[config.mk]
export PLATFORM = sky130hd
export DESIGN_NAME = apb_master_arbiter
export DESIGN_NICKNAME = d
export VERILOG_FILES = /design/src/rtl/apb_master_arbiter.sv
export SDC_FILE = /design/constraint.sdc
export NUM_CORES = 1
export LEC_CHECK = 0
export CAP_MARGIN = 10
export CORE_MARGIN = 2
export CORE_UTILIZATION = 37
export DETAILED_ROUTE_END_ITERATION = 16
export MAX_ROUTING_LAYER = met4
export PLACE_DENSITY_LB_ADDON = 0.12
export RECOVER_POWER = 100
export SKIP_CTS_REPAIR_TIMING = 1
export SLEW_MARGIN = 20
export SYNTH_ARGS = -nofsm -noshare
export SYNTH_HDL_FRONTEND = slang
export SYNTH_SLANG_ARGS = --single-unit
[constraint.sdc]
create_clock -name pclk -period 2.25 [get_ports pclk]
set_input_delay 0.45 -clock pclk [delete_from_list [all_inputs] [get_ports pclk]]
set_output_delay 0.45 -clock pclk [all_outputs]
set_load 0.02 [all_outputs]
[src/rtl/apb_master_arbiter.sv]
// Round-robin arbiter that shares one APB master port among NUM_REQ requesters.
// Each granted request runs SETUP/ACCESS/DONE, and a bounded wait terminates hung slaves.
module apb_master_arbiter #(
    parameter int unsigned ADDR_WIDTH = 8,
    parameter int unsigned DATA_WIDTH = 16,
    parameter int unsigned NUM_REQ    = 4,
    parameter int unsigned TIMEOUT    = 16
) (
    input  logic                            pclk,
    input  logic                            preset,
    input  logic [NUM_REQ-1:0]              req_valid,
    input  logic [NUM_REQ-1:0]              req_write,
    input  logic [NUM_REQ*ADDR_WIDTH-1:0]   req_addr,
    input  logic [NUM_REQ*DATA_WIDTH-1:0]   req_wdata,
    output logic [NUM_REQ-1:0]              req_ready,
    output logic [NUM_REQ-1:0]              rsp_valid,
    output logic [DATA_WIDTH-1:0]           rsp_rdata,
    output logic                            rsp_err,
    output logic                            busy,
    output logic [$clog2(NUM_REQ)-1:0]      grant_id,
    output logic                            pselx,
    output logic                            penable,
    output logic                            pwrite,
    output logic [ADDR_WIDTH-1:0]           paddr,
    output logic [DATA_WIDTH-1:0]           pwdata,
    input  logic [DATA_WIDTH-1:0]           prdata,
    input  logic                            pready,
    input  logic                            pslverr
);
    localparam int unsigned IdW  = $clog2(NUM_REQ);
    localparam int unsigned CntW = $clog2(TIMEOUT);

    typedef enum logic [1:0] {StIdle, StSetup, StAccess, StDone} state_e;

    state_e                state_q, state_d;
    logic [IdW-1:0]        rr_ptr_q, rr_ptr_d;
    logic [IdW-1:0]        grant_q, grant_d;
    logic                  write_q, write_d;
    logic [ADDR_WIDTH-1:0] addr_q, addr_d;
    logic [DATA_WIDTH-1:0] wdata_q, wdata_d;
    logic [CntW-1:0]       cnt_q, cnt_d;
    logic [DATA_WIDTH-1:0] rdata_q, rdata_d;
    logic                  err_q, err_d;

    logic                  arb_found;
    logic [IdW-1:0]        arb_idx;
    logic [IdW-1:0]        cand;
    logic                  sel_write;
    logic [ADDR_WIDTH-1:0] sel_addr;
    logic [DATA_WIDTH-1:0] sel_wdata;

    // Search starts just after the last winner so every requester gets a turn.
    always_comb begin
        arb_found = 1'b0;
        arb_idx   = '0;
        cand      = '0;
        for (int unsigned i = 1; i <= NUM_REQ; i++) begin
            cand = IdW'((32'(rr_ptr_q) + i) % NUM_REQ);
            if (!arb_found && req_valid[cand]) begin
                arb_found = 1'b1;
                arb_idx   = cand;
            end
        end
        sel_write = 1'b0;
        sel_addr  = '0;
        sel_wdata = '0;
        for (int unsigned i = 0; i < NUM_REQ; i++) begin
            if (arb_idx == IdW'(i)) begin
                sel_write = req_write[i];
                sel_addr  = req_addr[i*ADDR_WIDTH +: ADDR_WIDTH];
                sel_wdata = req_wdata[i*DATA_WIDTH +: DATA_WIDTH];
            end
        end
    end

    always_comb begin
        state_d   = state_q;
        rr_ptr_d  = rr_ptr_q;
        grant_d   = grant_q;
        write_d   = write_q;
        addr_d    = addr_q;
        wdata_d   = wdata_q;
        cnt_d     = cnt_q;
        rdata_d   = rdata_q;
        err_d     = err_q;
        req_ready = '0;
        rsp_valid = '0;
        pselx     = 1'b0;
        penable   = 1'b0;
        unique case (state_q)
            StIdle: begin
                // Reset gates the acceptance pulse since IDLE is also the reset state.
                if (arb_found && !preset) begin
                    req_ready[arb_idx] = 1'b1;
                    grant_d  = arb_idx;
                    rr_ptr_d = arb_idx;
                    write_d  = sel_write;
                    addr_d   = sel_addr;
                    wdata_d  = sel_wdata;
                    state_d  = StSetup;
                end
            end
            StSetup: begin
                pselx   = 1'b1;
                state_d = StAccess;
            end
            StAccess: begin
                pselx   = 1'b1;
                penable = 1'b1;
                if (pready) begin
                    rdata_d = write_q ? '0 : prdata;
                    err_d   = pslverr;
                    state_d = StDone;
                end else if (cnt_q == CntW'(TIMEOUT - 1)) begin
                    rdata_d = '0;
                    err_d   = 1'b1;
                    state_d = StDone;
                end else begin
                    cnt_d = cnt_q + 1'b1;
                end
            end
            StDone: begin
                rsp_valid[grant_q] = 1'b1;
                cnt_d   = '0;
                state_d = StIdle;
            end
            default: state_d = StIdle;
        endcase
    end

    always_ff @(posedge pclk or posedge preset) begin
        if (preset) begin
            state_q  <= StIdle;
            rr_ptr_q <= IdW'(NUM_REQ - 1);
            grant_q  <= '0;
            write_q  <= 1'b0;
            addr_q   <= '0;
            wdata_q  <= '0;
            cnt_q    <= '0;
            rdata_q  <= '0;
            err_q    <= 1'b0;
        end else begin
            state_q  <= state_d;
            rr_ptr_q <= rr_ptr_d;
            grant_q  <= grant_d;
            write_q  <= write_d;
            addr_q   <= addr_d;
            wdata_q  <= wdata_d;
            cnt_q    <= cnt_d;
            rdata_q  <= rdata_d;
            err_q    <= err_d;
        end
    end

    assign busy      = (state_q != StIdle);
    assign grant_id  = grant_q;
    assign pwrite    = write_q;
    assign paddr     = addr_q;
    assign pwdata    = wdata_q;
    assign rsp_rdata = rdata_q;
    assign rsp_err   = err_q;

endmodule

# Word-level counts from Yosys, hierarchy flattened
# Index checks and enable logic that the tools add are counted.
[totals] ff_bits=52 n_memories=0 ramBits=0 mem_bits_ro=0 word_cells=102 latch_bits=0
[classes] add_sub_neg=5 n_shift=0 n_reduce_logical=20 n_div=0 mul=0 n_lt_le_gt_ge=8 n_bitwise=0 eq_ne=11 n_mux=49
[op_table] cell="$mux 16" n=7
[op_table] cell="$mux 8" n=4
[op_table] cell="$mux 4" n=5
[op_table] cell="$lt 2x3->1 const B" n=6
[op_table] cell="$mux 1" n=18
[op_table] cell="$mux 2" n=7
[op_table] cell="$bmux 1 s2" n=4
[op_table] cell="$eq 2x2->1 const B" n=4
[op_table] cell="$pmux 2 s4" n=1
[op_table] cell="$pmux 4 s2" n=1
[op_table] cell="$logic_and 1x1->1" n=6
[op_table] cell="$ne 2x2->1 const B" n=3
[op_table] cell="$reduce_and 2->1" n=3
[op_table] cell="$reduce_bool 2->1" n=3
[op_table] cell="$add 2x1->2 const B" n=2
[op_table] cell="$add 2x2->2 const B" n=2
[op_table] cell="$add 4x1->4 const B" n=1
[op_table] cell="$demux 1 s2" n=2
[op_table] cell="$eq 2x1->1 const B" n=2
[op_table] cell="$eq 4x4->1 const B" n=1
[op_table] cell="$ge 2x1->1 const B" n=2
[op_table] cell="$logic_not 1->1" n=4
[op_table] cell="$logic_not 2->1" n=2
[op_table] cell="$ne 3x3->1 const B" n=1
[op_table] cell="other kinds (2)" n=2

# Logic depth before layout (Yosys ltp)
[depth] word_depth=19 mapped_depth=9 ltp_nobuf=6

# Worst setup path after synthesis
# Ideal clock, no wire load.
[synth_path] kind="reg2out" from="register state_q[0]" to="output req_ready[2]" n_path_buf=2 arrival_ns=1.966 path_slack_ns=-0.166 path_stages_with_launch=9 path_cell_list="dfrtp_1 -> inv_1 -> ha_1 -> inv_1 -> or3_1 -> buf_6 -> or2_1 -> buf_2 -> nor2_1"
[synth_between] elab_chain_len=2
[synth_lines] item="from (decl)" line="35" source="state_e state_q, state_d;"
[synth_lines] item="from (signal assigned)" line="133" source="state_q <= StIdle;"
[synth_lines] item="from (signal assigned)" line="143" source="state_q <= state_d;"
[synth_lines] item="$logic_not 2->1" line="90" source="unique case (state_q)"
[synth_lines] item="$mux 4" line="90"
[synth_lines] item="to (decl)" line="15" source="output logic [NUM_REQ-1:0] req_ready,"
# No other way between the ends.

# Worst setup path after layout
[layout_path] from="register state_q[1]" to="output req_ready[2]"
# Same word-level chain as after synthesis.

==> flow_summary_export.csv <==
group,metric,value,unit
run_status,run_status,"complete, no violations",
detailed_routing,dr.pass1.iters,4,
floorplan,core_area,7331,um2
yosys,number_of_standard_cells_after_synthesis,255,
layout,antenna-diode-count,0,
worst_setup_path,reg2regPathDepth,5,
worst_setup_path,timing_worst_setup_path_type,"flip-flop to primary output",
floorplan,floorplan.initialDensity,0.3857,
floorplan,placement_rows,31,
layout,finish.net_count,574,
grt,gr-total-overflow,0,
sta,max_clock_freq,0.4449,GHz
detailed_routing,wl_per_cell,16.32,um
clock_tree,tritoncts,"done",
layout,postLayoutCellArea,4913,um2
layout,final_layout_size_suffix_gt1_frac,0.1275,
grt,grt.total_usage,0.2172,
layout,number_of_standard_cells_in_the_final_layout_excluding_fillers,546,
clock_tree,cts-buffers-inserted,5,
placement,dp_cells,538,
worst_setup_path,worst_path_largest_cell_delay,0.40,ns
detailed_routing,route.detailed.vias_per_inst,4.998,
detailed_routing,routed-via-count,2729,
grt,grt_max_degree,46,
yosys,ys.warnings.count,0,
detailed_routing,drc_errors,0,
sta,slew_headroom,0.5121,
yosys,yosysTopAreaCell,"dfrtp_1",
placement,portBuffers,178,
worst_setup_path,timing.critical_path.max_delay_family,"simple AND/OR/NAND/NOR gates",
clock_tree,clk_latency,0.30,ns
hold_path,hold-path-cell-count,2,
hold_path,hold_path_class,"flip-flop to flip-flop",
clock_tree,cts.sink_count,52,
sta,period_share,0.9991,
clock_tree,maximum_clock_path_buffer_count,2,
worst_setup_path,worstPathBufferInverterCount,3,
worst_setup_path,timing.critical_path.from_type,"flip-flop",
floorplan,num_io_pins,179,
yosys,post_synth_main_area_contributors,"dfrtp_1 44%, mux2i_1 18%, o221ai_2 5.3%, a22o_1 5.3%, nand2_1 5.0%",
power_and_ir_drop,leakagePower,2.248,nW
sta,skew,0.008564,ns
clock_tree,worst_setup_hold_path_clk_slew,0.09,ns
worst_setup_path,crit_arrival,1.80,ns
floorplan,die_height,91.42,um
sta,finalHoldViolations,0,
worst_setup_path,cp_max_fo,3,
floorplan,die_area,8358,um2
power_and_ir_drop,worst_ir_drop_vdd,627.5,uV
sta,setup_viol,0,
yosys,post_synth_num_cell_types,33,
sta,timing.hold.ws,0.4866,ns
power_and_ir_drop,pwr_density_cell,1096,nW/um2
sta,final_max_slew_viol_count,0,
placement,gp_congestion,0.7677,
sta,worst-slew-pin-transition,0.7310,ns
detailed_routing,drt-total-wl,8911,um
sta,layout_min_cycle_time,2.248,ns
detailed_routing,detail_route.iter0.violations,50,
clock_tree,ctsHtreeMaxLevel,2,
layout,utilization,0.6703,
detailed_routing,drtAntennaViolNets,0,
layout,fillers,589,
power_and_ir_drop,fin_total_pwr,0.005383,W
sta,rsz0062_at_grt,"true",
yosys,synth.yosys.seq_area_share,0.4611,
yosys,syn-cell-area,2828,um2
clock_tree,root_buffer_master,"clkbuf_8",
worst_setup_path,critical_path.most_common_cell,"inv_2",
worst_setup_path,ordered_cell_list_for_the_critical_path,"inv_2, ha_4, inv_2, or3_4, or2_4, nor2_2, buf_6",
placement,dp_hpwl,6839,um
grt,grt_pass1_vias,2844,
yosys,synth.avg_cell_area,11.09,um2
grt,antenna_found_initial,0,
placement,post_dp_cell_area,4820,um2
worst_setup_path,cp_data_required_time,1.80,ns
layout,p_r_area_growth_vs_syn,73.76,%
grt,grt_first_pass_wirelength,14280,um
floorplan,chipWidth,91.42,um
yosys,netlist.area_leader.share,0.4425,
yosys,synthesis.nets,383,
worst_setup_path,endpoint_kind,"primary output",
worst_setup_path,slowest_stage,"dfrtp_1",
worst_setup_path,total_number_of_cells_along_the_worst_setup_path,7,
yosys,ys_ff_latch,52,
run,cap_violations,0,
==> report_power, final <==
| group | switching (W) | internal, W | total, W |
|---|---|---|---|
| Clock | 0.000311 | 0.000330 | 0.000640 |
| Sequential | 0.000251 | 0.00136 | 0.00161 |
| Combinational | 0.00161 | 0.00152 | 0.00313 |
==> metal layers <==
layer	share of wire	GRT usage	vias to the layer above
li1	-	-	1332
met3	0.075	0.05892	8
met4	0.0057	0.03914	0
met2	0.50	0.3701	110
met5	0	-	-
met1	0.42	0.2607	1279
==> metrics by stage <==
stage	worst slack (ns)	TNS, ns
finish	0.002115	0
global placement	-0.6511	-13.76
floorplan	-0.05925	-0.05925
global route	-0.09007	-0.3287
CTS	-0.7125	-7.458
detailed placement	-0.7054	-15.09
==> registers in the layout, summed over array words and instances, names as in the netlist <==
register / flops
paddr: 8
pwdata: 16
rr_ptr_q: 2
cnt_q: 4
state_q: 2
rsp_rdata: 16
grant_id: 2
rsp_err: 1
pwrite: 1
==> Yosys cell counts (all sizes together) <==
cell / instances
a21oi: 6
and3: 1
nand3: 1
mux2i: 52
a221o: 1
nor3b: 1
nand2b: 1
inv: 6
mux2: 1
o22a: 1
nand2: 38
o221a: 1
nor2b: 3
clkbuf: 5
a31o: 1
or2: 1
dfstp: 2
nor2: 13
or3: 1
dfrtp: 50
o21ai: 6
buf: 12
o31a: 1
ha: 4
a22o: 17
a31oi: 2
nor3: 1
o221ai: 25
nor4: 1
==> kinds of logic (layout without fill, tap and decap cells) <==
| kind of cell | Yosys count | after routing | share of synthesized area |
|---|---|---|---|
| buf+inv | 23 | 215 | 0.04690 |
| flops | 52 | 52 | 0.4611 |
| mux | 53 | 53 | 0.1881 |
| simple gates | 62 | 62 | 0.09160 |
| compound gates | 61 | 61 | 0.1947 |
| fa+ha+maj | 4 | 4 | 0.01770 |
==> worst register-to-register path, stage by stage (launching register included) <==
cell and delay [ns]:
dfstp_2 0.58, mux2i_1 0.24, o221a_4 0.26, buf_6 0.45, mux2i_1 0.36, o221ai_2 0.14
==> cell type report <==
type	count	area, um2	share of cell area
Clock buffer	5	68.82	0.01401
Clock inverter	3	42.54	0.008658
Inverter	6	22.52	0.004584
Multi-Input combinational cell	180	1440	0.2931
Sequential cell	52	1304	0.2653
Tap cell	99	123.9	0.02521
Timing Repair Buffer	201	1912	0.3891
==> final timing paths <==
kind	start	endpoint	slack (ns)
setup / recovery	state_q[1]	req_ready[2]	0.002
hold / removal	pwdata[8]	pwdata[8]	0.49
setup reg to reg	rr_ptr_q[1]	pwdata[6]	0.09
hold reg to reg	pwdata[8]	pwdata[8]	0.49
max in group asynchronous	preset	rsp_rdata[7]	0.46
min in group asynchronous	preset	grant_id[0]	0.72
==> cells in the final DEF, fill, tap and decap left out, drive strengths merged, types with 2 or more instances in the layout <==
cell type,instances
a21oi,6
a22o,17
a31oi,2
buf,20
clkbuf,17
clkdlybuf4s50,119
dfrtp,50
dfstp,2
dlygate4sd3,46
dlymetal6s2s,4
ha,4
inv,6
mux2i,52
nand2,38
nor2,13
nor2b,3
o21ai,6
o221ai,25
Note: power is estimated with default switching activity, not from simulation.
